<file path="config.mk">
export PLATFORM = sky130hd
export DESIGN_NAME = sd_dat_serializer
export DESIGN_NICKNAME = d
export VERILOG_FILES = /design/src/rtl/sd_dat_serializer.sv
export SDC_FILE = /design/constraint.sdc
export NUM_CORES = 1
export LEC_CHECK = 0
export CAP_MARGIN = 20
export CORE_ASPECT_RATIO = 0.7
export CORE_MARGIN = 2
export CORE_UTILIZATION = 35
export CTS_CLUSTER_DIAMETER = 120
export DETAILED_ROUTE_END_ITERATION = 12
export GPL_ROUTABILITY_DRIVEN = 0
export PLACE_DENSITY_LB_ADDON = 0.08
export SLEW_MARGIN = 20
export SYNTH_ARGS = -nofsm -noshare
export SYNTH_HDL_FRONTEND = slang
export SYNTH_SLANG_ARGS = --single-unit
</file>
<file path="constraint.sdc">
create_clock -name sd_clock -period 5.25 [get_ports sd_clock]
set_clock_uncertainty 0.1 [all_clocks]
set_input_delay 1.05 -clock sd_clock [delete_from_list [all_inputs] [get_ports sd_clock]]
set_output_delay 1.05 -clock sd_clock [all_outputs]
set_load 0.005 [all_outputs]
</file>
<file path="src/rtl/sd_dat_serializer.sv">
// sd_dat_serializer: SD DAT0 block engine; sends start/data/CRC16/end on transmit and checks a received block against its CRC and end bit.
module sd_dat_serializer #(
    parameter int DATA_WIDTH = 32,
    parameter int CRC_WIDTH  = 16
) (
    input  logic                  sd_clock,
    input  logic                  reset,
    input  logic                  reset_wrapper,
    input  logic                  load_send,
    input  logic                  enable_pts_wrapper,
    input  logic                  enable_stp_wrapper,
    input  logic [DATA_WIDTH-1:0] data_from_fifo,
    input  logic                  dat_in,
    output logic                  dat_out,
    output logic                  dat_oe,
    output logic                  transmission_complete,
    output logic                  reception_complete,
    output logic [DATA_WIDTH-1:0] dataRead,
    output logic                  crc_error,
    output logic                  framing_error
);
    typedef enum logic [3:0] {
        IDLE, TX_START, TX_DATA, TX_CRC, TX_END, TX_DONE,
        RX_WAIT, RX_DATA, RX_CRC, RX_END, RX_DONE
    } state_t;
    localparam logic [5:0] DATA_LAST = 6'(DATA_WIDTH - 1);
    localparam logic [5:0] CRC_LAST = 6'(CRC_WIDTH - 1);
    localparam logic [CRC_WIDTH-1:0] POLY = CRC_WIDTH'(16'h1021);
    state_t state_q, state_d;
    logic [5:0] cnt_q, cnt_d;
    logic [DATA_WIDTH-1:0] shift_q, shift_d, data_read_q, data_read_d;
    logic [CRC_WIDTH-1:0] crc_q, crc_d, rcrc_q, rcrc_d, crc_upd;
    logic dat_out_q, dat_out_d, dat_oe_q, dat_oe_d, tc_q, tc_d, rc_q, rc_d;
    logic crc_err_q, crc_err_d, frm_err_q, frm_err_d, tx_abort, rx_abort;
    function automatic logic [CRC_WIDTH-1:0] crc_next(input logic [CRC_WIDTH-1:0] c, input logic b);
        return {c[CRC_WIDTH-2:0], 1'b0} ^ ((c[CRC_WIDTH-1] ^ b) ? POLY : '0);
    endfunction
    always_comb begin
        state_d = state_q;
        cnt_d = cnt_q;
        shift_d = shift_q;
        crc_d = crc_q;
        rcrc_d = rcrc_q;
        dat_out_d = dat_out_q;
        dat_oe_d = dat_oe_q;
        tc_d = tc_q;
        rc_d = rc_q;
        data_read_d = data_read_q;
        crc_err_d = crc_err_q;
        frm_err_d = frm_err_q;
        // one shared CRC step: the outgoing MSB while transmitting, the pad bit while receiving
        crc_upd = crc_next(crc_q, state_q == TX_DATA ? shift_q[DATA_WIDTH-1] : dat_in);
        tx_abort = !enable_pts_wrapper && state_q inside {TX_START, TX_DATA, TX_CRC, TX_END};
        rx_abort = !enable_stp_wrapper && state_q inside {RX_WAIT, RX_DATA, RX_CRC, RX_END};
        if (reset_wrapper || tx_abort || rx_abort) begin
            state_d = IDLE;
            cnt_d = '0;
            crc_d = '0;
            dat_out_d = 1'b1;
            dat_oe_d = 1'b0;
            tc_d = 1'b0;
            rc_d = 1'b0;
            crc_err_d = 1'b0;
            frm_err_d = 1'b0;
        end else begin
            case (state_q)
                IDLE: begin
                    if (load_send && enable_pts_wrapper) begin
                        state_d = TX_START;
                        shift_d = data_from_fifo;
                        crc_d = '0;
                        cnt_d = '0;
                        dat_oe_d = 1'b1;
                        dat_out_d = 1'b0;
                    end else if (enable_stp_wrapper) begin
                        state_d = RX_WAIT;
                    end
                end
                TX_START: begin
                    state_d = TX_DATA;
                    cnt_d = '0;
                    dat_out_d = shift_q[DATA_WIDTH-1];
                end
                TX_DATA: begin
                    crc_d = crc_upd;
                    shift_d = shift_q << 1;
                    state_d = cnt_q == DATA_LAST ? TX_CRC : TX_DATA;
                    cnt_d = cnt_q == DATA_LAST ? 6'd0 : cnt_q + 6'd1;
                    dat_out_d = cnt_q == DATA_LAST ? crc_upd[CRC_WIDTH-1] : shift_q[DATA_WIDTH-2];
                end
                TX_CRC: begin
                    crc_d = crc_q << 1;
                    state_d = cnt_q == CRC_LAST ? TX_END : TX_CRC;
                    cnt_d = cnt_q == CRC_LAST ? 6'd0 : cnt_q + 6'd1;
                    dat_out_d = cnt_q == CRC_LAST ? 1'b1 : crc_q[CRC_WIDTH-2];
                end
                TX_END: begin
                    state_d = TX_DONE;
                    dat_oe_d = 1'b0;
                    dat_out_d = 1'b1;
                    tc_d = 1'b1;
                end
                RX_WAIT: begin
                    if (!dat_in) begin
                        state_d = RX_DATA;
                        cnt_d = '0;
                        crc_d = '0;
                    end
                end
                RX_DATA: begin
                    shift_d = {shift_q[DATA_WIDTH-2:0], dat_in};
                    crc_d = crc_upd;
                    state_d = cnt_q == DATA_LAST ? RX_CRC : RX_DATA;
                    cnt_d = cnt_q == DATA_LAST ? 6'd0 : cnt_q + 6'd1;
                end
                RX_CRC: begin
                    rcrc_d = {rcrc_q[CRC_WIDTH-2:0], dat_in};
                    state_d = cnt_q == CRC_LAST ? RX_END : RX_CRC;
                    cnt_d = cnt_q == CRC_LAST ? 6'd0 : cnt_q + 6'd1;
                end
                RX_END: begin
                    state_d = RX_DONE;
                    rc_d = 1'b1;
                    data_read_d = shift_q;
                    crc_err_d = rcrc_q != crc_q;
                    frm_err_d = !dat_in;
                end
                default: ;
            endcase
        end
    end
    always_ff @(posedge sd_clock) begin
        if (reset) begin
            state_q <= IDLE;
            cnt_q <= '0;
            shift_q <= '0;
            crc_q <= '0;
            rcrc_q <= '0;
            dat_out_q <= 1'b1;
            dat_oe_q <= 1'b0;
            tc_q <= 1'b0;
            rc_q <= 1'b0;
            data_read_q <= '0;
            crc_err_q <= 1'b0;
            frm_err_q <= 1'b0;
        end else begin
            state_q <= state_d;
            cnt_q <= cnt_d;
            shift_q <= shift_d;
            crc_q <= crc_d;
            rcrc_q <= rcrc_d;
            dat_out_q <= dat_out_d;
            dat_oe_q <= dat_oe_d;
            tc_q <= tc_d;
            rc_q <= rc_d;
            data_read_q <= data_read_d;
            crc_err_q <= crc_err_d;
            frm_err_q <= frm_err_d;
        end
    end
    assign dat_out = dat_out_q;
    assign dat_oe = dat_oe_q;
    assign transmission_complete = tc_q;
    assign reception_complete = rc_q;
    assign dataRead = data_read_q;
    assign crc_error = crc_err_q;
    assign framing_error = frm_err_q;
endmodule

</file>
==> qor.yml, run 1 <==
outcome: "finished clean"
dieWidth_um: 148
whs_ns: 0.358
end_kind: "register"
p_sw_w: 0.000487
pwr-share-clk_pct: 40.0
intPower_w: 0.00139
synth_top_area_share_pct: 44.3
critPathArrivalTime_ns: 3.20
start_util_pct: 36.2
overflow: 0
setup_viol: 0
area_growth_pct: 23.3
die_y_um: 105
ant_nets: 0
tightest_slew_ns: 1.03
regArea_um2: 2240
antenna_cells: 0
cp-start-kind: "primary input"
root_buffer: "clkbuf_16"
p_leak_nw: 2.01
power_switching_share_pct: 26.0
hold_path_class: "reg2reg"
tritoncts: "yes"
drc: 0
ys_seq_elements: 112
seq_area_frac_synth_pct: 44.3
fin_crit_sh_pct: 58.2
layout-drive-gt1-share_pct: 5.86
rrSetupSlack_ns: 2.30
r2r-end: "shift_q[26]"
rr_startpoint: "state_q[1]"
cts_resized: 0
cts.sinks: 112
coreArea_um2: 14000
min_from: "dataRead[7]"
period_minus_slack_ns: 3.06
layout.nets: 718
drv_cap: 0
fill_cells: 1385
ioPinCount: 77
fin_tns_setup_ns: 0
drtPass1Iterations: 5
synth.most_common_cell: "nand2_1"
die_area_um2: 15500
cts_made_buffers: 9
grt_max_degree: 81
relSlewSlack_pct: 31.2
hpwlAfterDp_mm: 8.75
hold-path-cell-count: 2
yosysWarnings: 0
path_clk_slew_ns: 0.07
cp.required_ns: 5.39
grt_pass1_wl_mm: 22.5
synth_cells: 637
fp-row-count: 36
seq_power_share_pct: 48.2
cp_slowest_cell: "buf_4"
cpPeakStageDelay_ns: 0.57
avgViaCountPerCell: 5.36
crit_fanout: 64
layout.cells.non_filler: 873
synth_edf_count: 0
avgSynthCellArea_um2: 7.95
grt_pass1_vias: 4334
multi_input_area_um2: 2580
max_freq_mhz: 327
yosysUniqueCellTypes: 54
syn_area_um2: 5070
dpl.cell_count: 857
h-tree-depth: 3
synth_area_leaders: "dfxtp_1 44%, nand2_1 9.0%, a21oi_1 6.4%"
clockBufferDepth: 2
syn-num-nets: 677
synth_commonest_cells: "121 x nand2_1, 112 x dfxtp_1, 65 x a21oi_1, 62 x nor2_1, 56 x nand3_1"
hold_buffers: 0
synthArstFlopShare_pct: 0
vias: 4675
gr-usage-all-layers_pct: 17.8
cp_cell_sequence: "clkdlybuf4s50_1 > nor3b_1 > o21ai_1 > a2111oi_4 > buf_4 > nor2_1 > a311oi_1"
cts_setup_buffers: 0
post-synth-top-area-cell: "dfxtp_1"
insertion_delay_ns: 0.35
port_buffers: 76
grt_setup_unrepaired: "false"
vdd_drop_max_uv: 127
hold_path_end: "dataRead[7]"
ys_dominant_reg_cell: "dfxtp_1"
powerDensity_nw_per_um2: 300
wl_per_cell_um: 15.4
drv_slew: 0
hold_viol_final: 0
r2r_cells: 6
wl_mm: 13.5
drtIter0Drc: 296
combPwrFrac_pct: 11.9
critical_path_class: "in2reg"
antenna_found_initial: 0
==> stage by stage <==
step	setup WS, ns	cell area (µm²)	total power (W)	util, %
floorplan	2.71	5070	0.00107	-
global placement	1.90	5920	0.00114	42.3
global route	1.96	6250	0.00196	44.6
detailed placement	1.86	5920	0.00114	42.3
CTS	1.94	6240	0.00190	44.6
finish	2.19	6250	0.00187	44.6
==> routing by layer <==
layer  vias to the layer above  GRT usage, %  share of wire [%]
met5                         -             0                  0
met4                         0          3.98               0.54
met3                         8          3.89                5.5
met2                       120          25.0                 41
met1                      2218          27.4                 53
li1                       2329             -                  -
==> registers in the layout (all words and copies together) (netlist names) <==
register               count
cnt_q                      6
reception_complete         1
shift_q                   32
rcrc_q                    16
transmission_complete      1
state_q                    4
dat_oe                     1
framing_error              1
dataRead                  32
crc_error                  1
dat_out                    1
crc_q                     16
==> critical path: cells and delay by family <==
family / cells / cell delay, ns
buffers and inverters: 2 / 1.09
AO/OA/AOI/OAI: 3 / 0.73
AND/OR/NAND/NOR: 2 / 0.30
==> power groups by stage <==
stage | sequential, W | combinational (W) | clock (W)
3_3_place_gp | 0.000923 | 0.000219 | 0
6_report | 0.000903 | 0.000222 | 0.000749
3_5_place_dp | 0.000922 | 0.000222 | 0
5_1_grt | 0.000908 | 0.000249 | 0.000806
4_1_cts | 0.000902 | 0.000223 | 0.000774
2_1_floorplan | 0.000909 | 0.000159 | 0
==> logic make-up (layout without fill, tap and decap cells) <==
kind of cell	after synthesis	count (layout)	synth area share [%]
xor gates and xnor gates	16	16	2.77
muxes	2	2	0.420
buffers and inverters	64	110	5.09
AOI/OAI and AO/OA	157	157	21.9
and+or+nand+nor	285	285	25.3
adders and majority gates	1	1	0.247
DFF	112	112	44.3
==> worst max path at each step <==
stage / to / slack, ns / from
detailed placement: shift_q[29] / 1.86 / enable_pts_wrapper
floorplan: crc_q[2] / 2.71 / dat_in
CTS: shift_q[26] / 1.94 / state_q[1]
global route: shift_q[22] / 1.96 / enable_pts_wrapper
global placement: shift_q[25] / 1.90 / enable_pts_wrapper
finish: shift_q[15] / 2.19 / enable_pts_wrapper
==> layout by cell type (no fill, tap or decap), drive strengths merged, types with 4 or more instances in the layout <==
cell,n
xor2,4
nand2b,6
dfxtp,112
buf,11
a311oi,35
nor2,63
a21oi,65
clkbuf,11
o21a,4
nand3,56
inv,10
clkdlybuf4s50,75
nand2,121
o21ai,9
xnor2,12
nor2b,5
a22oi,17
nor3,7
a211oi,5
==> layout make-up <==
type | instances | share of cell area (%)
tap | 190 | 3.81
multi-input combinational | 461 | 41.4
clock buffer | 11 | 3.73
sequential | 112 | 35.9
inverter | 8 | 0.481
clock inverter | 5 | 1.42
timing repair buffer | 86 | 13.3
Power figures use the tool's default switching activity.
==> run 2, diff against run 1 <==
Clock period 5.25 ns to 3.1 ns, I/O delays scaled along.
==> qor.yml, run 2 (synthesis gave the netlist of run 1 again) <==
max_freq_mhz: 386
vias: 4674  # -0.021%
die_area_um2: 15500  # unchanged
cts.sinks: 112  # unchanged
drtIter0Drc: 373  # +26%
area_growth_pct: 23.3  # about the same
final_cell_mix: "121 x nand2_1, 112 x dfxtp_1, 75 x clkdlybuf4s50_1"
cts_made_buffers: 9  # unchanged
p_leak_nw: 2.01  # +0.16%
dpl_cell_area_um2: 5980  # +1.0%
seq_power_share_pct: 50.7  # +2.5 points
powerDensity_nw_per_um2: 481  # +60%
ant_nets: 0  # unchanged
overflow: 0  # unchanged
cp.required_ns: 3.24  # -2.15 ns
p_sw_w: 0.000819  # +68%
dpl.cell_count: 863  # +0.70%
insertion_delay_ns: 0.34  # about the same
drv_cap: 0  # unchanged
power_switching_share_pct: 27.2  # +1.2 points
drtPass1Iterations: 5  # unchanged
wl_per_cell_um: 15.6  # +1.5%
path_clk_slew_ns: 0.08  # about the same
fp-row-count: 36  # unchanged
drc: 0  # unchanged
cts_setup_buffers: 0  # unchanged
outcome: "finished clean"
avgViaCountPerCell: 5.32  # -0.59%
final_cell_area_um2: 6250  # about the same
fin_crit_sh_pct: 83.7
period_minus_slack_ns: 2.59
antenna_cells: 0  # unchanged
cts_resized: 0  # unchanged
grt_max_degree: 81  # unchanged
final_common_cell: "nand2_1"
drv_slew: 0  # unchanged
combPwrFrac_pct: 13.2  # +1.3 points
antenna_found_initial: 0  # unchanged
critical_path_class: "reg2reg"
fill_cells: 1394  # +0.65%
grt_pass1_wl_mm: 22.2  # -1.4%
port_buffers: 76  # unchanged
hold_buffers: 0  # unchanged
dpl_worst_slack_ns: 0.412  # -1.44 ns
multi_input_area_um2: 2570  # -0.44%
clockBufferDepth: 2  # unchanged
coreArea_um2: 14000  # unchanged
ioPinCount: 77  # unchanged
wl_mm: 13.7  # +2.1%
layout.nets: 724  # +0.84%
grt_pass1_vias: 4126  # -4.8%
hold_path_class: "reg2reg"
tightest_slew_ns: 0.906  # -0.122 ns
critPathArrivalTime_ns: 2.74  # -0.46 ns
end_kind: "register"
crit_fanout: 64  # unchanged
grt_setup_unrepaired: "false"
vdd_drop_max_uv: 250  # +96%
fin_ws_ns: 0.506  # -1.69 ns
setup_viol: 0  # unchanged
pwr-share-clk_pct: 36.1  # -3.9 points
root_buffer: "clkbuf_16"
h-tree-depth: 3  # unchanged
die_y_um: 105  # unchanged
dieWidth_um: 148  # unchanged
cp-start-kind: "register"
layout.cells.non_filler: 878  # +0.57%
fin_tns_setup_ns: 0  # unchanged
start_util_pct: 36.2  # unchanged
tritoncts: "yes"
gr-usage-all-layers_pct: 17.6  # -0.18 points
relSlewSlack_pct: 39.6  # +8.4 points
hold_viol_final: 0  # unchanged
layout-drive-gt1-share_pct: 6.40  # +0.54 points
intPower_w: 0.00219  # +58%
hpwlAfterDp_mm: 8.99  # +2.8%
regArea_um2: 2240  # unchanged
## run 2: power by group through the flow
stage	clock network, W	logic (W)	registers [W]
after floorplan	0	0.000270	0.00154
after global routing	0.00118	0.000436	0.00153
final	0.00108	0.000397	0.00153
after global placement	0	0.000390	0.00156
after CTS	0.00112	0.000397	0.00152
after detailed placement	0	0.000396	0.00156
## run 2: stage by stage
step	hold WS, ns	power (W)	util [%]
after floorplan	0.345	0.00181	-
after global placement	0.345	0.00195	42.7
after detailed placement	0.347	0.00195	42.7
after CTS	0.359	0.00304	44.6
after global routing	0.380	0.00315	44.6
final	0.358	0.00301	44.6
## run 2: per-layer routing
metal  track usage (%)  routed length [µm]  share of wire (%)
met5                 0                   0                  0
met4              3.43                 105               0.76
met3              4.32                 848                6.2
met2              24.1                5720                 42
met1              27.5                7060                 51
## run 2: area by class of cell
type | count | share of cell area (%)
Tap cell | 190 | 3.80
Timing Repair Buffer | 92 | 14.4
Clock inverter | 4 | 0.501
Sequential cell | 112 | 35.9
Inverter | 8 | 0.481
Clock buffer | 11 | 3.72
Multi-Input combinational cell | 461 | 41.2
## run 2: path summary, 6_finish.rpt
check                            startpoint          end  slack [ns]  cells past startpoint
worst max-delay path             state_q[0]  shift_q[15]        0.51                      6
worst min-delay path            dataRead[5]  dataRead[5]        0.36                      2
worst min register to register  dataRead[5]  dataRead[5]        0.36                      2
worst max register to register   state_q[0]  shift_q[15]        0.51                      6
## run 2: worst max-delay path: stages (launching register included)
cell and delay, ns:
dfxtp_1 0.78, and2_1 0.40, o21ai_1 0.16, a2111oi_4 0.36, buf_12 0.31, nor2_1 0.07
a311oi_1 0.27
